===== src/rtl/uart_receiver_pkg.sv =====
// rtl/uart_receiver_pkg.sv - shared addresses, status bit positions and FSM states for the UART receiver
package uart_receiver_pkg;

  localparam logic [31:0] UART_RX_ADDR   = 32'h1000_0010;
  localparam logic [31:0] UART_STAT_ADDR = 32'h1000_0014;

  localparam int STAT_VALID      = 0;
  localparam int STAT_FULL       = 1;
  localparam int STAT_OVERRUN    = 2;
  localparam int STAT_FRAME_ERR  = 3;
  localparam int STAT_PARITY_ERR = 4;

  typedef enum logic [2:0] {
    URX_IDLE   = 3'd0,
    URX_START  = 3'd1,
    URX_DATA   = 3'd2,
    URX_PARITY = 3'd3,
    URX_STOP   = 3'd4,
    URX_BREAK  = 3'd5
  } urx_state_t;

  function automatic logic even_parity(input logic [7:0] d);
    return ^d;
  endfunction

endpackage


===== src/rtl/uart_rx_fifo.sv =====
// rtl/uart_rx_fifo.sv - receive byte FIFO, first-word fall-through head, count-based full/empty
module uart_rx_fifo #(
  parameter int WIDTH = 8,
  parameter int DEPTH = 8
) (
  input  logic                       clk,
  input  logic                       rst_n,
  input  logic                       push,
  input  logic                       pop,
  input  logic [WIDTH-1:0]           data,
  output logic [WIDTH-1:0]           head,
  output logic                       empty,
  output logic                       full,
  output logic [$clog2(DEPTH):0]     count
);

  localparam int AW = $clog2(DEPTH);

  logic [WIDTH-1:0] mem [DEPTH];
  logic [AW-1:0]    wr_ptr;
  logic [AW-1:0]    rd_ptr;
  logic             do_push;
  logic             do_pop;

  assign empty = (count == '0);
  assign full  = (count == (AW+1)'(DEPTH));
  assign head  = empty ? '0 : mem[rd_ptr];

  // A pop frees a slot in the same cycle, so a push while full still lands.
  assign do_pop  = pop && !empty;
  assign do_push = push && (!full || do_pop);

  always_ff @(posedge clk) begin
    if (do_push) mem[wr_ptr] <= data;
  end

  always_ff @(posedge clk or negedge rst_n) begin
    if (!rst_n) begin
      wr_ptr <= '0;
      rd_ptr <= '0;
      count  <= '0;
    end else begin
      if (do_push) wr_ptr <= wr_ptr + 1'b1;
      if (do_pop)  rd_ptr <= rd_ptr + 1'b1;
      case ({do_push, do_pop})
        2'b10:   count <= count + 1'b1;
        2'b01:   count <= count - 1'b1;
        default: count <= count;
      endcase
    end
  end

endmodule


===== src/rtl/uart_receiver.sv =====
// rtl/uart_receiver.sv - oversampling 8-bit UART receiver with byte FIFO and sticky error flags
// Optional even-parity framing is enabled by defining UART_RX_PARITY_EN.
module uart_receiver #(
  parameter int CLK_FREQ   = 27_000_000,
  parameter int BAUD_RATE  = 115_200,
  parameter int OVERSAMPLE = 16,
  parameter int FIFO_DEPTH = 8
) (
  input  logic       clk,
  input  logic       rst_n,
  input  logic       uart_rx,
  input  logic       rd_en,
  input  logic       clr_err,
  output logic [7:0] rd_data,
  output logic       rx_valid,
  output logic       rx_full,
  output logic       overrun,
  output logic       frame_err,
  output logic       parity_err
);

  import uart_receiver_pkg::*;

  localparam int DIV   = CLK_FREQ / (BAUD_RATE * OVERSAMPLE);
  localparam int DIV_W = (DIV > 1) ? $clog2(DIV) : 1;
  localparam int SW    = $clog2(OVERSAMPLE);
  localparam int CW    = $clog2(FIFO_DEPTH) + 1;

  urx_state_t       state, next_state;
  logic             rx_meta, rx_s, rx_prev;
  logic [DIV_W-1:0] div_cnt;
  logic             tick;
  logic [SW-1:0]    sample_cnt;
  logic [2:0]       bit_cnt;
  logic [7:0]       shift_reg;
  logic             mid_sample, bit_sample;
  logic             push, shift_en, frame_set, parity_set, overrun_set;
  logic             fifo_empty, fifo_full;
  logic [CW-1:0]    fifo_count;
`ifdef UART_RX_PARITY_EN
  logic             parity_bad;
`endif

  always_ff @(posedge clk or negedge rst_n) begin
    if (!rst_n) begin
      rx_meta <= 1'b1;
      rx_s    <= 1'b1;
      rx_prev <= 1'b1;
    end else begin
      rx_meta <= uart_rx;
      rx_s    <= rx_meta;
      rx_prev <= rx_s;
    end
  end

  assign tick       = (div_cnt == DIV_W'(DIV - 1));
  assign mid_sample = tick && (sample_cnt == SW'(OVERSAMPLE / 2 - 1));
  assign bit_sample = tick && (sample_cnt == SW'(OVERSAMPLE - 1));

  always_comb begin
    next_state = state;
    push       = 1'b0;
    shift_en   = 1'b0;
    frame_set  = 1'b0;
    parity_set = 1'b0;
    case (state)
      URX_IDLE:  if (rx_prev && !rx_s) next_state = URX_START;
      URX_START: if (mid_sample) next_state = rx_s ? URX_IDLE : URX_DATA;
      URX_DATA: begin
        if (bit_sample) begin
          shift_en = 1'b1;
`ifdef UART_RX_PARITY_EN
          if (bit_cnt == 3'd7) next_state = URX_PARITY;
`else
          if (bit_cnt == 3'd7) next_state = URX_STOP;
`endif
        end
      end
      URX_PARITY: if (bit_sample) next_state = URX_STOP;
      URX_STOP: begin
        if (bit_sample) begin
`ifdef UART_RX_PARITY_EN
          parity_set = parity_bad;
          push       = rx_s && !parity_bad;
`else
          push       = rx_s;
`endif
          frame_set  = !rx_s;
          next_state = rx_s ? URX_IDLE : URX_BREAK;
        end
      end
      URX_BREAK: if (rx_s) next_state = URX_IDLE;
      default:   next_state = URX_IDLE;
    endcase
  end

  always_ff @(posedge clk or negedge rst_n) begin
    if (!rst_n) state <= URX_IDLE;
    else        state <= next_state;
  end

  // Both counters restart on every state change so each phase measures from its own origin.
  always_ff @(posedge clk or negedge rst_n) begin
    if (!rst_n) begin
      div_cnt    <= '0;
      sample_cnt <= '0;
      bit_cnt    <= '0;
      shift_reg  <= '0;
    end else begin
      if (state == URX_IDLE || tick) div_cnt <= '0;
      else                           div_cnt <= div_cnt + 1'b1;
      if (state == URX_IDLE || next_state != state) sample_cnt <= '0;
      else if (bit_sample)                          sample_cnt <= '0;
      else if (tick)                                sample_cnt <= sample_cnt + 1'b1;
      if (state != URX_DATA) bit_cnt <= '0;
      else if (shift_en)     bit_cnt <= bit_cnt + 1'b1;
      if (shift_en) shift_reg <= {rx_s, shift_reg[7:1]};
    end
  end

`ifdef UART_RX_PARITY_EN
  always_ff @(posedge clk or negedge rst_n) begin
    if (!rst_n)                                    parity_bad <= 1'b0;
    else if (state == URX_PARITY && bit_sample)    parity_bad <= rx_s ^ even_parity(shift_reg);
  end

  always_ff @(posedge clk or negedge rst_n) begin
    if (!rst_n)          parity_err <= 1'b0;
    else if (parity_set) parity_err <= 1'b1;
    else if (clr_err)    parity_err <= 1'b0;
  end
`else
  assign parity_err = 1'b0;
`endif

  assign overrun_set = push && (fifo_count == CW'(FIFO_DEPTH)) && !rd_en;

  always_ff @(posedge clk or negedge rst_n) begin
    if (!rst_n) begin
      overrun   <= 1'b0;
      frame_err <= 1'b0;
    end else begin
      if (overrun_set)  overrun <= 1'b1;
      else if (clr_err) overrun <= 1'b0;
      if (frame_set)    frame_err <= 1'b1;
      else if (clr_err) frame_err <= 1'b0;
    end
  end

  uart_rx_fifo #(
    .WIDTH (8),
    .DEPTH (FIFO_DEPTH)
  ) u_fifo (
    .clk   (clk),
    .rst_n (rst_n),
    .push  (push),
    .pop   (rd_en),
    .data  (shift_reg),
    .head  (rd_data),
    .empty (fifo_empty),
    .full  (fifo_full),
    .count (fifo_count)
  );

  assign rx_valid = !fifo_empty;
  assign rx_full  = fifo_full;

endmodule

===== config.mk =====
export PLATFORM = sky130hd
export DESIGN_NAME = uart_receiver
export DESIGN_NICKNAME = d
export VERILOG_FILES = /design/src/rtl/uart_receiver_pkg.sv /design/src/rtl/uart_rx_fifo.sv /design/src/rtl/uart_receiver.sv
export SDC_FILE = /design/constraint.sdc
export NUM_CORES = 1
export LEC_CHECK = 0
export BUFFER_PORTS_ARGS = -buffer_cell sky130_fd_sc_hd__buf_4
export CAP_MARGIN = 20
export CORE_MARGIN = 1
export CORE_UTILIZATION = 65
export DETAILED_ROUTE_END_ITERATION = 6
export PLACE_DENSITY = 0.87
export SLEW_MARGIN = 20
export SYNTH_ARGS = -nofsm -noshare
export SYNTH_HDL_FRONTEND = slang
export SYNTH_HIERARCHICAL = 1
export SYNTH_SLANG_ARGS = --single-unit

===== constraint.sdc =====
create_clock -name clk -period 5.7 [get_ports clk]
set_clock_uncertainty 0.2 [all_clocks]
set_input_delay 1.14 -clock clk [delete_from_list [all_inputs] [get_ports clk]]
set_output_delay 1.14 -clock clk [all_outputs]
set_load 0.02 [all_outputs]

# Word-level counts from Yosys, hierarchy flattened
# Memory sizes are Yosys's and may differ from the RTL's.
# Cells that the tools add are included.
[word_totals] mem_bits_rw=64 reg_bits=37 out_inout_bits=13 mem_count=1 in_bits=5 word_cells=85
[mem_list] memory="u_fifo.mem" depth=8 word_bits=8 rd=1 rd_clocked_by_memory_dff=0 write_ports=1 line_no="uart_rx_fifo.sv:19" source="logic [WIDTH-1:0] mem [DEPTH];"
[op_classes] eq_ne=14 addsub=7 n_reduce_logical=21 muxes=29
[ops] cell="$mux W3" n=10
[ops] cell="$pmux W3 S6" n=1
[ops] cell="$mux W4" n=4
[ops] cell="$add A4 B1 Y4 const B" n=3
[ops] cell="$eq A4 B4 Y1 const B" n=3
[ops] cell="$mux W1" n=11
[ops] cell="$add A3 B1 Y3 const B" n=3
[ops] cell="$eq A3 B3 Y1 const B" n=3
[ops] cell="$mux W8" n=1
[ops] cell="$pmux W4 S2" n=1
[ops] cell="$reduce_bool A2 Y1" n=4
[ops] cell="$logic_and A1 B1 Y1" n=7
[ops] cell="$eq A3 B2 Y1 const B" n=2
[ops] cell="$eq A4 B3 Y1 const B" n=1
[ops] cell="$logic_not A1 Y1" n=4
[ops] cell="$logic_not A4 Y1" n=1
[ops] cell="$sub A4 B1 Y4 const B" n=1
[ops] cell="$eq A3 B1 Y1 const B" n=1
[ops] cell="$logic_not A3 Y1" n=1
[ops] cell="$logic_or A1 B1 Y1" n=3
[ops] cell="$ne A3 B2 Y1 const B" n=1
[ops] cell="$ne A3 B3 Y1" n=1
[ops] cell="$reduce_bool A3 Y1" n=1
[ops] cell="$eq A2 B1 Y1 const B" n=1
[ops] cell="2 further kinds" n=2

# Longest topological paths before layout
[logic_depth] word_depth=7 depth_mapped=13 ltp_nobuf=13

# Hierarchy
# Netlist, hierarchy kept.
[by_module_without_submodules] mod="uart_rx_fifo" area_each_um2=3104.2 seq_area_each_um2=2172.1 n_inst=1 cells_each=168
[by_module_without_submodules] mod="uart_receiver" area_each_um2=1390.1 seq_area_each_um2=679.4 n_inst=1 cells_each=128

# Worst setup path after synthesis
# Ideal clock, no wire load.
[synth_path] kind="reg2reg" from="register div_cnt[1]" to="memory u_fifo.mem[4][0], enable pin" synth_period_minus_slack_ns=3.175 required_time_ns=5.117 n_path_buf=0 stages_incl_launch_ff=9 setup_ns=0.383 t_arrival_ns=2.591 setup_slack_ns=2.525 cell_sequence="dfrtp_1 -> inv_1 -> ha_1 -> nand3_4 -> nor2_1 -> and4_1 -> o31ai_4 -> or2_2 -> nor3_1"
[synth_between] elab_chain_len=7
[synth_rtl] item="start: declaration" line_no="uart_receiver.sv:31" source="logic [DIV_W-1:0] div_cnt;"
[synth_rtl] item="start signal: assignment" line_no="uart_receiver.sv:111" source="else div_cnt <= div_cnt + 1'b1;"
[synth_rtl] item="$eq A4 B4 Y1" line_no="uart_receiver.sv:56" source="assign tick = (div_cnt == DIV_W'(DIV - 1));"
[synth_rtl] item="$logic_and A1 B1 Y1" line_no="uart_receiver.sv:58" source="assign bit_sample = tick && (sample_cnt == SW'(OVERSAMPLE - 1));"
[synth_rtl] item="$mux W1" line_no="uart_receiver.sv:81" source="if (bit_sample) begin"
[synth_rtl] item="$mux W1" line_no="uart_receiver.sv:66" source="case (state)"
[synth_rtl] item="named net push" line_no="uart_receiver.sv:37" source="logic push, shift_en, frame_set, parity_set, overrun_set;"
[synth_rtl] item="$logic_and A1 B1 Y1" line_no="uart_rx_fifo.sv:31" source="assign do_push = push && (!full || do_pop);"
[synth_rtl] item="$mux W1" line_no="uart_rx_fifo.sv:34" source="if (do_push) mem[wr_ptr] <= data;"
[synth_rtl] item="$mux W1 (not written as such)" line_no="uart_rx_fifo.sv:34"
[synth_rtl] item="end: declaration" line_no="uart_rx_fifo.sv:19"
# The timed path passes the listed nets, and every way through them passes these cells.

# Worst setup path in the final report
[layout_path] from="register u_fifo.count[1]" to="output rd_data[3]"
[layout_between] elab_chain_len=2
[layout_rtl] item="start: declaration" line_no="uart_rx_fifo.sv:14" source="output logic [$clog2(DEPTH):0] count"
[layout_rtl] item="start signal: assignment" line_no="uart_rx_fifo.sv:46" source="2'b10: count <= count + 1'b1;"
[layout_rtl] item="start signal: assignment" line_no="uart_rx_fifo.sv:47" source="2'b01: count <= count - 1'b1;"
[layout_rtl] item="start signal: assignment" line_no="uart_rx_fifo.sv:48" source="default: count <= count;"
[layout_rtl] item="$logic_not A4 Y1" line_no="uart_rx_fifo.sv:25" source="assign empty = (count == '0);"
[layout_rtl] item="named net fifo_empty" line_no="uart_receiver.sv:38" source="logic fifo_empty, fifo_full;"
[layout_rtl] item="$mux W8" line_no="uart_rx_fifo.sv:27" source="assign head = empty ? '0 : mem[rd_ptr];"
[layout_rtl] item="end: declaration" line_no="uart_receiver.sv:14" source="output logic [7:0] rd_data,"
# The timed path passes the listed nets, and every way through them passes these cells.

==> summary.md <==
| Metric | Value |
|---|---|
| Crit. End Element | output port |
| Max reg flops | 64 |
| Sequential share of power | 0.582 |
| Fin Setup TNS | 0 ps |
| Main flop type after synthesis | edfxtp_1 |
| Top-count cell post-synth | edfxtp_1 |
| Post-Synthesis Cells | 296 |
| Mean Syn Cell Area | 15.2 sq um |
| CTS H-Tree Depth | 3 |
| Logic pwr share | 0.166 |
| Worst-margin pin slew | 857 ps |
| Outcome | complete, no violations |
| Global-route wire length before repair | 12500 microns |
| Hold-fix buffers, CTS | 0 |
| Clock Tree Buf Depth | 2 |
| Register-to-Register Path Depth | 7 |
| Total Wirelength | 7540 microns |
| DR pass1 iterations | 4 |
| Clock Latency Late Sink | 360 ps |
| #FFs+latches synth | 101 |
| Sw Ratio | 0.300 |
| R2r startpoint | sample_cnt[0] |
| Total gr overflow | 0 |
| RSZ-0062 raised after global routing | no |
| Post-synth cell types | 55 |
| Synth Warn # | 6 |
| Post-cts resize count | 0 |
| Fillcell total | 382 |
| I/O pin total | 18 |
| Sequential area share after synthesis | 0.634 |
| Rows | 29 |
| Fin. max-slew vios | 0 |
| CTS tree | done |
| Hold Path Stages | 0 |
| Vias per cell | 6.26 |
| Post-Syn Area | 4490 sq um |
| Worst EP arrival | 2270 ps |
| # placed instances | 379 |
| Layout Cells excl Fill | 395 |
| Antenna viol nets, final | 0 |
| Critical path class | flop to output port |
| Seq. cell area | 2850 sq um |
| Antenna diodes | 0 |
| Number of global-route vias before repair | 2482 |
| Clock share of power | 0.251 |
| Synth async-reset ratio | 0.366 |
| Synth area leaders | edfxtp_1, dfrtp_1, mux4_2, ha_1, mux2_2 |
| Layout area overhead | 7.63% |
| Detailed Place HPWL | 5120 microns |
| Starting Density | 0.692 |
| R2R setup slack | 2150 ps |
| Worst vdd ir | 0.251 mV |
| Initial antenna violation count | 0 |
| Total track usage | 0.235 |
| Tcrit/Tclk final | 0.634 |
| DRC | 0 |
| Req. time, crit path | 4360 ps |
| Largest fanout on the critical path | 9 |
| Gp weighted congestion | 0.802 |
| Endpoints failing setup | 0 |
| EDFF count, synth | 64 |
| Routed WL per cell | 19.1 microns |
| Die area | 7250 sq um |
| Endpoints failing hold | 0 |
| Routed vias | 2471 |
| Reg-to-reg critical path endpoint | u_fifo/mem[5][7] |
| Die W | 85.2 microns |
| Largest net degree at the start of global routing | 38 |
| Startpoint Class | flop |
| Hold EP | rx_s |
| Leakage | 2.02 nW |
| Multi-input gate area | 1510 sq um |
| Sw power | 0.000486 W |
| First DRT Iteration DRCs | 138 |
| Hold Path Class | flop to flop |
| I/O Buffers | 16 |
| PD cells | 335 nW/um^2 |
| Pint | 0.00113 W |
| Share of layout cells above drive strength 1 | 0.245 |
| Hold path startpoint | rx_meta |
| Maxcap violations | 0 |
| Synth top area share | 0.428 |
| Area leader, netlist | edfxtp_1 |
| Nets | 328 |
| Post-CTS repair timing setup buffer count | 0 |
| Die H | 85.2 microns |
| Reg clk slew, reported paths | 90 ps |
| Clock Sinks | 101 |
| Num CTS Buffers | 9 |
| Crit path time final | 3610 ps |
| Core area | 6490 sq um |
| Root Buffer | clkbuf_8 |
| Most instantiated cells after synthesis | edfxtp_1, dfrtp_1, nor2_1, mux4_2, inv_1 |
| FMAX | 277 MHz |
| Slew headroom | 0.427 |
| Mapped Nets | 311 |
## power groups by stage
| stage | Clock (W) | Sequential [W] | Combinational (W) |
|---|---|---|---|
| 2_1_floorplan | 0 | 0.000868 | 0.000304 |
| 3_3_place_gp | 0 | 0.000957 | 0.000260 |
| 3_5_place_dp | 0 | 0.000960 | 0.000272 |
| 4_1_cts | 0.000416 | 0.000945 | 0.000272 |
| 5_1_grt | 0.000441 | 0.000958 | 0.000301 |
| 6_report | 0.000407 | 0.000943 | 0.000269 |
## metrics by stage
step                      power, W   util  hold WS, ps  area [sq um]  setup WS, ps
final                      0.00162  0.745          160          4840          2090
after floorplan            0.00117      -          145          4490          2530
after detailed placement   0.00123  0.716          147          4650          1980
after global placement     0.00122  0.716          147          4650          2140
after global routing       0.00170  0.745          170          4840          1930
after CTS                  0.00163  0.744          161          4830          1800
## how the worst max path moves through the flow
stage | from | to | slack, ps | cells after the start
after floorplan | div_cnt[1] | u_fifo/mem[4][0] | 2530 | 8
after global placement | sample_cnt[0] | u_fifo/mem[4][2] | 2140 | 7
after detailed placement | sample_cnt[0] | u_fifo/mem[4][2] | 1980 | 7
after CTS | u_fifo/rd_ptr[0] | rd_data[5] | 1800 | 4
after global routing | u_fifo/count[1] | rd_data[3] | 1930 | 4
final | u_fifo/count[1] | rd_data[3] | 2090 | 4
## worst max-delay path: stages, from the launching register on
cell	delay (ps)
dfrtp_1	420
or3_1	570
nor2_1	600
nor2_1	130
buf_4	190
## logic make-up (layout without fill, tap and decap cells)
logic type                 Yosys count  count (layout)  synth area share
DFF                                101             101             0.634
and+or+nand+nor                     74              74            0.0871
muxes                               37              37             0.131
AOI/OAI and AO/OA                   33              33            0.0621
buffers and inverters               28              50            0.0317
xor gates and xnor gates            12              12            0.0234
adders and majority gates           10              10            0.0295
other                                1               1          0.000834
## layer usage
layer  GRT usage  routed length, microns  part of all wire  vias to the layer above
li1            -                       -                 -                     1153
met3      0.0525                     524             0.069                        6
met2       0.385                    3870              0.51                       71
met1       0.322                    3090              0.41                     1241
met5           0                       0                 0                        -
met4      0.0709                      59            0.0078                        0
## placed cells by master (no fill, tap or decap), drive strengths merged, types with 10 or more instances in the layout
| cell type | n |
|---|---|
| buf | 20 |
| mux2i | 10 |
| mux4 | 16 |
| mux2 | 11 |
| inv | 17 |
| nor2 | 29 |
| dfrtp | 34 |
| edfxtp | 64 |
## area by class of cell
class                   count  share of cell area
well taps                  77              0.0199
repair buffers             20              0.0310
clock buffers               9              0.0256
multi-input cells         167               0.311
inverters                  14              0.0109
clock inverters             7              0.0116
flip-flops and latches    101               0.590
Note: power is estimated with default switching activity, not from simulation.
